--- src/rtl/decoder_arbiter_if.sv ---
// Request/grant bundle between four requesters and the decoder arbiter.
// master: requester side, slave: arbiter side.
interface decoder_arbiter_if;
  logic [3:0] req;
  logic [1:0] A;
  logic       E;
  logic [3:0] gnt;
  logic       busy;
  logic       timeout;

  modport master (output req, input A, E, gnt, busy, timeout);
  modport slave  (input req, output A, E, gnt, busy, timeout);
endinterface

--- src/rtl/decoder_arbiter.sv ---
// Round-robin arbiter driving a 2-to-4 decoder select/enable, with a hold
// limit and a forced one-cycle gap between consecutive grants.
module decoder_arbiter #(
  parameter int unsigned HOLD_MAX = 8
) (
  input logic               clk,
  input logic               rst_n,
  decoder_arbiter_if.slave  bus
);

  typedef enum logic [1:0] {StIdle, StGrant, StRelease} state_e;

  localparam logic [7:0] HoldLast = 8'(HOLD_MAX - 1);

  state_e     state_q, state_d;
  logic [1:0] last_q, last_d;
  logic [7:0] cnt_q, cnt_d;
  logic [1:0] a_q, a_d;
  logic       e_q, e_d;
  logic [3:0] gnt_q, gnt_d;
  logic       busy_q, busy_d;
  logic       timeout_q, timeout_d;

  logic [1:0] win;
  logic       found;
  logic [1:0] idx;

  // Search last+1 .. last+4 (mod 4); the 2-bit add provides the wrap.
  always_comb begin
    win   = last_q;
    found = 1'b0;
    idx   = '0;
    for (int k = 1; k <= 4; k++) begin
      idx = last_q + 2'(k);
      if (!found && bus.req[idx]) begin
        win   = idx;
        found = 1'b1;
      end
    end
  end

  always_ff @(posedge clk) begin
    if (!rst_n) begin
      state_q   <= StIdle;
      last_q    <= 2'd3;
      cnt_q     <= '0;
      a_q       <= '0;
      e_q       <= 1'b0;
      gnt_q     <= '0;
      busy_q    <= 1'b0;
      timeout_q <= 1'b0;
    end else begin
      state_q   <= state_d;
      last_q    <= last_d;
      cnt_q     <= cnt_d;
      a_q       <= a_d;
      e_q       <= e_d;
      gnt_q     <= gnt_d;
      busy_q    <= busy_d;
      timeout_q <= timeout_d;
    end
  end

  always_comb begin
    state_d   = state_q;
    last_d    = last_q;
    cnt_d     = cnt_q;
    a_d       = a_q;
    timeout_d = 1'b0;
    unique case (state_q)
      StIdle, StRelease: begin
        if (found) begin
          state_d = StGrant;
          a_d     = win;
          cnt_d   = '0;
        end else begin
          state_d = StIdle;
        end
      end
      StGrant: begin
        cnt_d = (cnt_q == HoldLast) ? cnt_q : cnt_q + 8'd1;
        // last moves on entry to RELEASE so the next arbitration rotates past A.
        if (!bus.req[a_q]) begin
          state_d = StRelease;
          last_d  = a_q;
        end else if (cnt_q == HoldLast) begin
          state_d   = StRelease;
          last_d    = a_q;
          timeout_d = 1'b1;
        end
      end
      default: state_d = StIdle;
    endcase
  end

  // Outputs are precomputed from the next state and registered alongside it.
  always_comb begin
    e_d    = (state_d == StGrant);
    busy_d = (state_d != StIdle);
    gnt_d  = e_d ? (4'b0001 << a_d) : 4'b0000;
  end

  assign bus.A       = a_q;
  assign bus.E       = e_q;
  assign bus.gnt     = gnt_q;
  assign bus.busy    = busy_q;
  assign bus.timeout = timeout_q;

endmodule

--- src/flat_wrapper.sv ---
// flat-port wrapper written by rule: the top's interface ports become plain ports
module decoder_arbiter_flat 
#(
  parameter int unsigned HOLD_MAX = 8
)
  (clk, rst_n, bus_req, bus_A, bus_E, bus_gnt, bus_busy, bus_timeout);
  decoder_arbiter_if bus_i ();
  input logic clk;
  input logic rst_n;
  input wire logic [$bits(bus_i.req)-1:0] bus_req;
  output wire logic [$bits(bus_i.A)-1:0] bus_A;
  output wire logic [$bits(bus_i.E)-1:0] bus_E;
  output wire logic [$bits(bus_i.gnt)-1:0] bus_gnt;
  output wire logic [$bits(bus_i.busy)-1:0] bus_busy;
  output wire logic [$bits(bus_i.timeout)-1:0] bus_timeout;
  assign bus_i.req = bus_req;
  assign bus_A = bus_i.A;
  assign bus_E = bus_i.E;
  assign bus_gnt = bus_i.gnt;
  assign bus_busy = bus_i.busy;
  assign bus_timeout = bus_i.timeout;
  decoder_arbiter #(.HOLD_MAX(HOLD_MAX)) u_core (.clk(clk), .rst_n(rst_n), .bus(bus_i));
endmodule
--- config.mk ---
export PLATFORM = sky130hd
export DESIGN_NAME = decoder_arbiter_flat
export DESIGN_NICKNAME = d
export VERILOG_FILES = /design/src/rtl/decoder_arbiter_if.sv /design/src/rtl/decoder_arbiter.sv /design/src/flat_wrapper.sv
export SDC_FILE = /design/constraint.sdc
export NUM_CORES = 1
export LEC_CHECK = 0
export CAP_MARGIN = 20
export CORE_UTILIZATION = 50
export CTS_BUF_LIST = sky130_fd_sc_hd__clkbuf_16
export DETAILED_ROUTE_END_ITERATION = 10
export DONT_BUFFER_PORTS = 1
export SETUP_SLACK_MARGIN = 0.4
export SYNTH_ARGS = -nofsm -noshare
export SYNTH_HDL_FRONTEND = slang
export SYNTH_SLANG_ARGS = --single-unit
--- constraint.sdc ---
create_clock -name clk -period 2.3 [get_ports clk]
set_input_delay 0.575 -clock clk [delete_from_list [all_inputs] [get_ports clk]]
set_output_delay 0.575 -clock clk [all_outputs]
set_load 0.02 [all_outputs]
==> impl_results.md <==
- Number of synthesized flops with an enable pin: 0
- Dpl cells: 134
- Outcome: complete, no violations
- Clock buffer depth: 2
- Crit path cell chain: mux4_2 > o31a_1 > nand2b_4 > a21o_1
- Clock Skew: 1.95 ps
- Synthesized-area fraction occupied by xor and xnor cells: 0.00858
- Final hold vios: 0
- CTS resizes: 0
- Vias in the first global route: 726
- Root Buffer: clkbuf_16
- CP Launch Type: flip-flop
- Die Wd: 47.2 µm
- Setup Fix Bufs, Post-CTS: 0
- Synth async-reset ratio: 0
- Starting density of the core: 0.561
- Syn-to-layout area delta: 11.2%
- FILL cells: 196
- Clk slew on worst S/H paths: 60 ps
- RSZ-0062 raised after global routing: false
- Largest net degree at the start of global routing: 12
- Compound-Gate Fraction of Synth Area: 0.250
- CP required: 2450 ps
- Row cnt: 15
- Simple-gate area share of the yosys netlist: 0.249
- Multi-input gate area: 563 µm²
- Worst slew margin: 0.629
- Fmax: 578 MHz
- Drt total wl: 2020 µm
- Net Count, Synth: 116
- Routability cong.: 0.809
- Net switching power: 0.000235 W
- R2r endpoint: u_core.last_q[1]$_SDFFE_PN1P_
- Share of cells above drive strength 1: 0.124
- Buf/Inv on CP: 0
- Critical path type: reg -> reg
- R2R Path Start: u_core.bus.A[1]$_SDFF_PN0_
- CP max-delay cell: mux4_2
- Crit path capture: u_core.last_q[1]$_SDFFE_PN1P_
- Crit Path Max Fanout: 5
- Mux share of post-synthesis cell area: 0.0319
- Distinct cell type count after synthesis: 42
- Sum Neg Setup Slack: 0 ps
- Number of routed nets with antenna violations: 0
- Wire length per cell: 14.6 µm
- VDD IR-drop max: 0.424 mV
- Drt initial violations: 26
- I/O Pins: 15
- R2R Setup Slk: 570 ps
- Min cycle time layout: 1730 ps
- Die H: 47.2 µm
- HP Class: in -> reg
- Final nets: 121
- CP delay by family, top: multiplexers
- Final Hold Slack: 437 ps
- Final setup vio count: 0
- Setup crit end kind: flip-flop
- Die ar.: 2230 µm²
- Mapped Area: 1020 µm²
- CTS Buf Count: 3
- Slew Viols, Final: 0
- Top FF cell, synth: dfxtp_1
- Arrival @ worst endpoint: 1880 ps
- Vias per inst: 6.12
- Logic pwr share: 0.132
- Number of antenna diodes: 0
- Core area: 1820 µm²
- GRT Overall Usage: 0.221
- Clock power share: 0.399
- Cts hold-fix bufs: 0
- Max Cap Viol: 0
- Final non-filler cell total: 138
- Critical path depth: 4
- Antenna violations before repair: 0
- HP Start: rst_n
- Tcrit/Tclk final: 0.753
- First-pass GRT wire length: 3350 µm
- Worst-Margin Slew: 555 ps
- Seq/Total Area, Yosys: 0.412
- Sequential power share: 0.470
- Seq cells post-synth: 21
- Leak Pwr: 0.441 nW
- Number of buffers added on ports: 0
- Largest family of logic cells by synthesized area: compound AO/OA/AOI/OAI gates
- Detailed placer's ending HPWL: 1470 µm
- Peak per-stage delay on the critical path: 590 ps
- Sw Share: 0.258
- Cells after Synth: 109
- Clock latency on the worst-skew pair: 250 ps
- Critical Path Start: u_core.bus.A[1]$_SDFF_PN0_
- Pint: 0.000675 W
- Post-Synth Adder-Cell Area: 0.0123
- Syn avg cell area: 9.37 µm²
- R2R depth: 4
- Clock sinks: 21
- Power Total: 0.000910 W
- Register area: 420 µm²
- DRC: 0
- GR Overflow Total: 0
- Initial DRT Pass Iterations: 4
- Routed vias: 845
- CTS tree: yes
- PD cells: 802 nW/µm²
- H-Tree Depth: 1
- Syn. warnings: 0
-- area by class of cell --
class | count | area share
inverter | 7 | 0.0232
multi-input combinational | 79 | 0.496
sequential | 21 | 0.370
clock inverter | 1 | 0.00331
timing repair buffer | 2 | 0.0132
clock buffer | 3 | 0.0662
tap | 25 | 0.0276
-- sequential cells by signal, indices dropped and copies added (netlist names) --
name / cells
u_core.last_q: 2
u_core.bus.busy: 1
u_core.bus.timeout: 1
u_core.cnt_q: 8
u_core.state_q: 2
u_core.bus.gnt: 4
u_core.bus.E: 1
u_core.bus.A: 2
-- logic make-up (layout without fill, tap and decap cells) --
family                   count (synthesis)  count (layout)
flip-flops                              21              21
adder cells (fa/ha/maj)                  1               1
AND/OR/NAND/NOR                         45              45
AO/OA/AOI/OAI                           30              30
XOR/XNOR                                 1               1
buffers and inverters                    9              13
multiplexers                             2               2
-- metal layers --
metal	vias up	track usage	part of all wire	wire, µm
met5	-	0	0	0
met4	0	0.126	0.023	46
met3	5	0.0462	0.051	103
met2	29	0.306	0.40	816
met1	387	0.316	0.52	1050
li1	424	-	-	-
-- power groups by stage --
stage                     Clock (W)  Combinational, W  Sequential [W]
after floorplan                   0         0.0000987        0.000429
after global placement            0          0.000116        0.000435
after detailed placement          0          0.000118        0.000435
after CTS                  0.000369          0.000119        0.000427
after global routing       0.000378          0.000132        0.000431
final                      0.000363          0.000120        0.000427
-- worst min path at each step --
stage	depth (start not counted)	endpoint
6_report	1	u_core.cnt_q[0]$_SDFFE_PN0P_
5_1_grt	1	u_core.bus.A[0]$_SDFF_PN0_
4_1_cts	1	u_core.cnt_q[0]$_SDFFE_PN0P_
3_5_place_dp	2	u_core.cnt_q[7]$_SDFFE_PN0P_
3_3_place_gp	2	u_core.cnt_q[7]$_SDFFE_PN0P_
2_1_floorplan	2	u_core.cnt_q[7]$_SDFFE_PN0P_
-- per-stage QoR --
step / setup WS (ps) / instance area (µm²) / util
3_3_place_gp: 536 / 1060 / 0.580
6_report: 569 / 1130 / 0.623
3_5_place_dp: 498 / 1060 / 0.580
4_1_cts: 562 / 1130 / 0.623
2_1_floorplan: 622 / 1020 / -
5_1_grt: 489 / 1130 / 0.623
-- placed cells by master (no fill, tap or decap), types with 2 or more instances in the layout --
cell,instances
a2111o_1,3
a21o_1,2
a21oi_1,5
and3_1,2
buf_4,2
clkbuf_16,3
dfxtp_1,21
inv_1,8
nand2_1,9
nand2b_1,2
nand3_1,4
nor2_1,9
nor2b_1,2
nor3_1,2
nor3b_1,3
nor4_1,2
o2111ai_1,3
o21ai_0,3
o31ai_1,2
or4_1,4
-- Yosys cell counts, drive strengths merged, types with 2 or more instances --
library cell  instances  share of area
a2111o                3          0.033
nand3                 4          0.020
o31ai                 3          0.036
and3                  2          0.012
a21o                  2          0.015
nor2b                 2          0.012
nor3b                 3          0.022
nor2                  9          0.033
nand2                 9          0.033
o32a                  2          0.021
a21oi                 6          0.033
inv                   7          0.026
o2111ai               3          0.026
dfxtp                21           0.41
nand2b                3          0.026
o21ai                 5          0.036
or4                   5          0.040
nor4                  2          0.012
nor3                  2         0.0098
(Power assumes the default switching activity.)
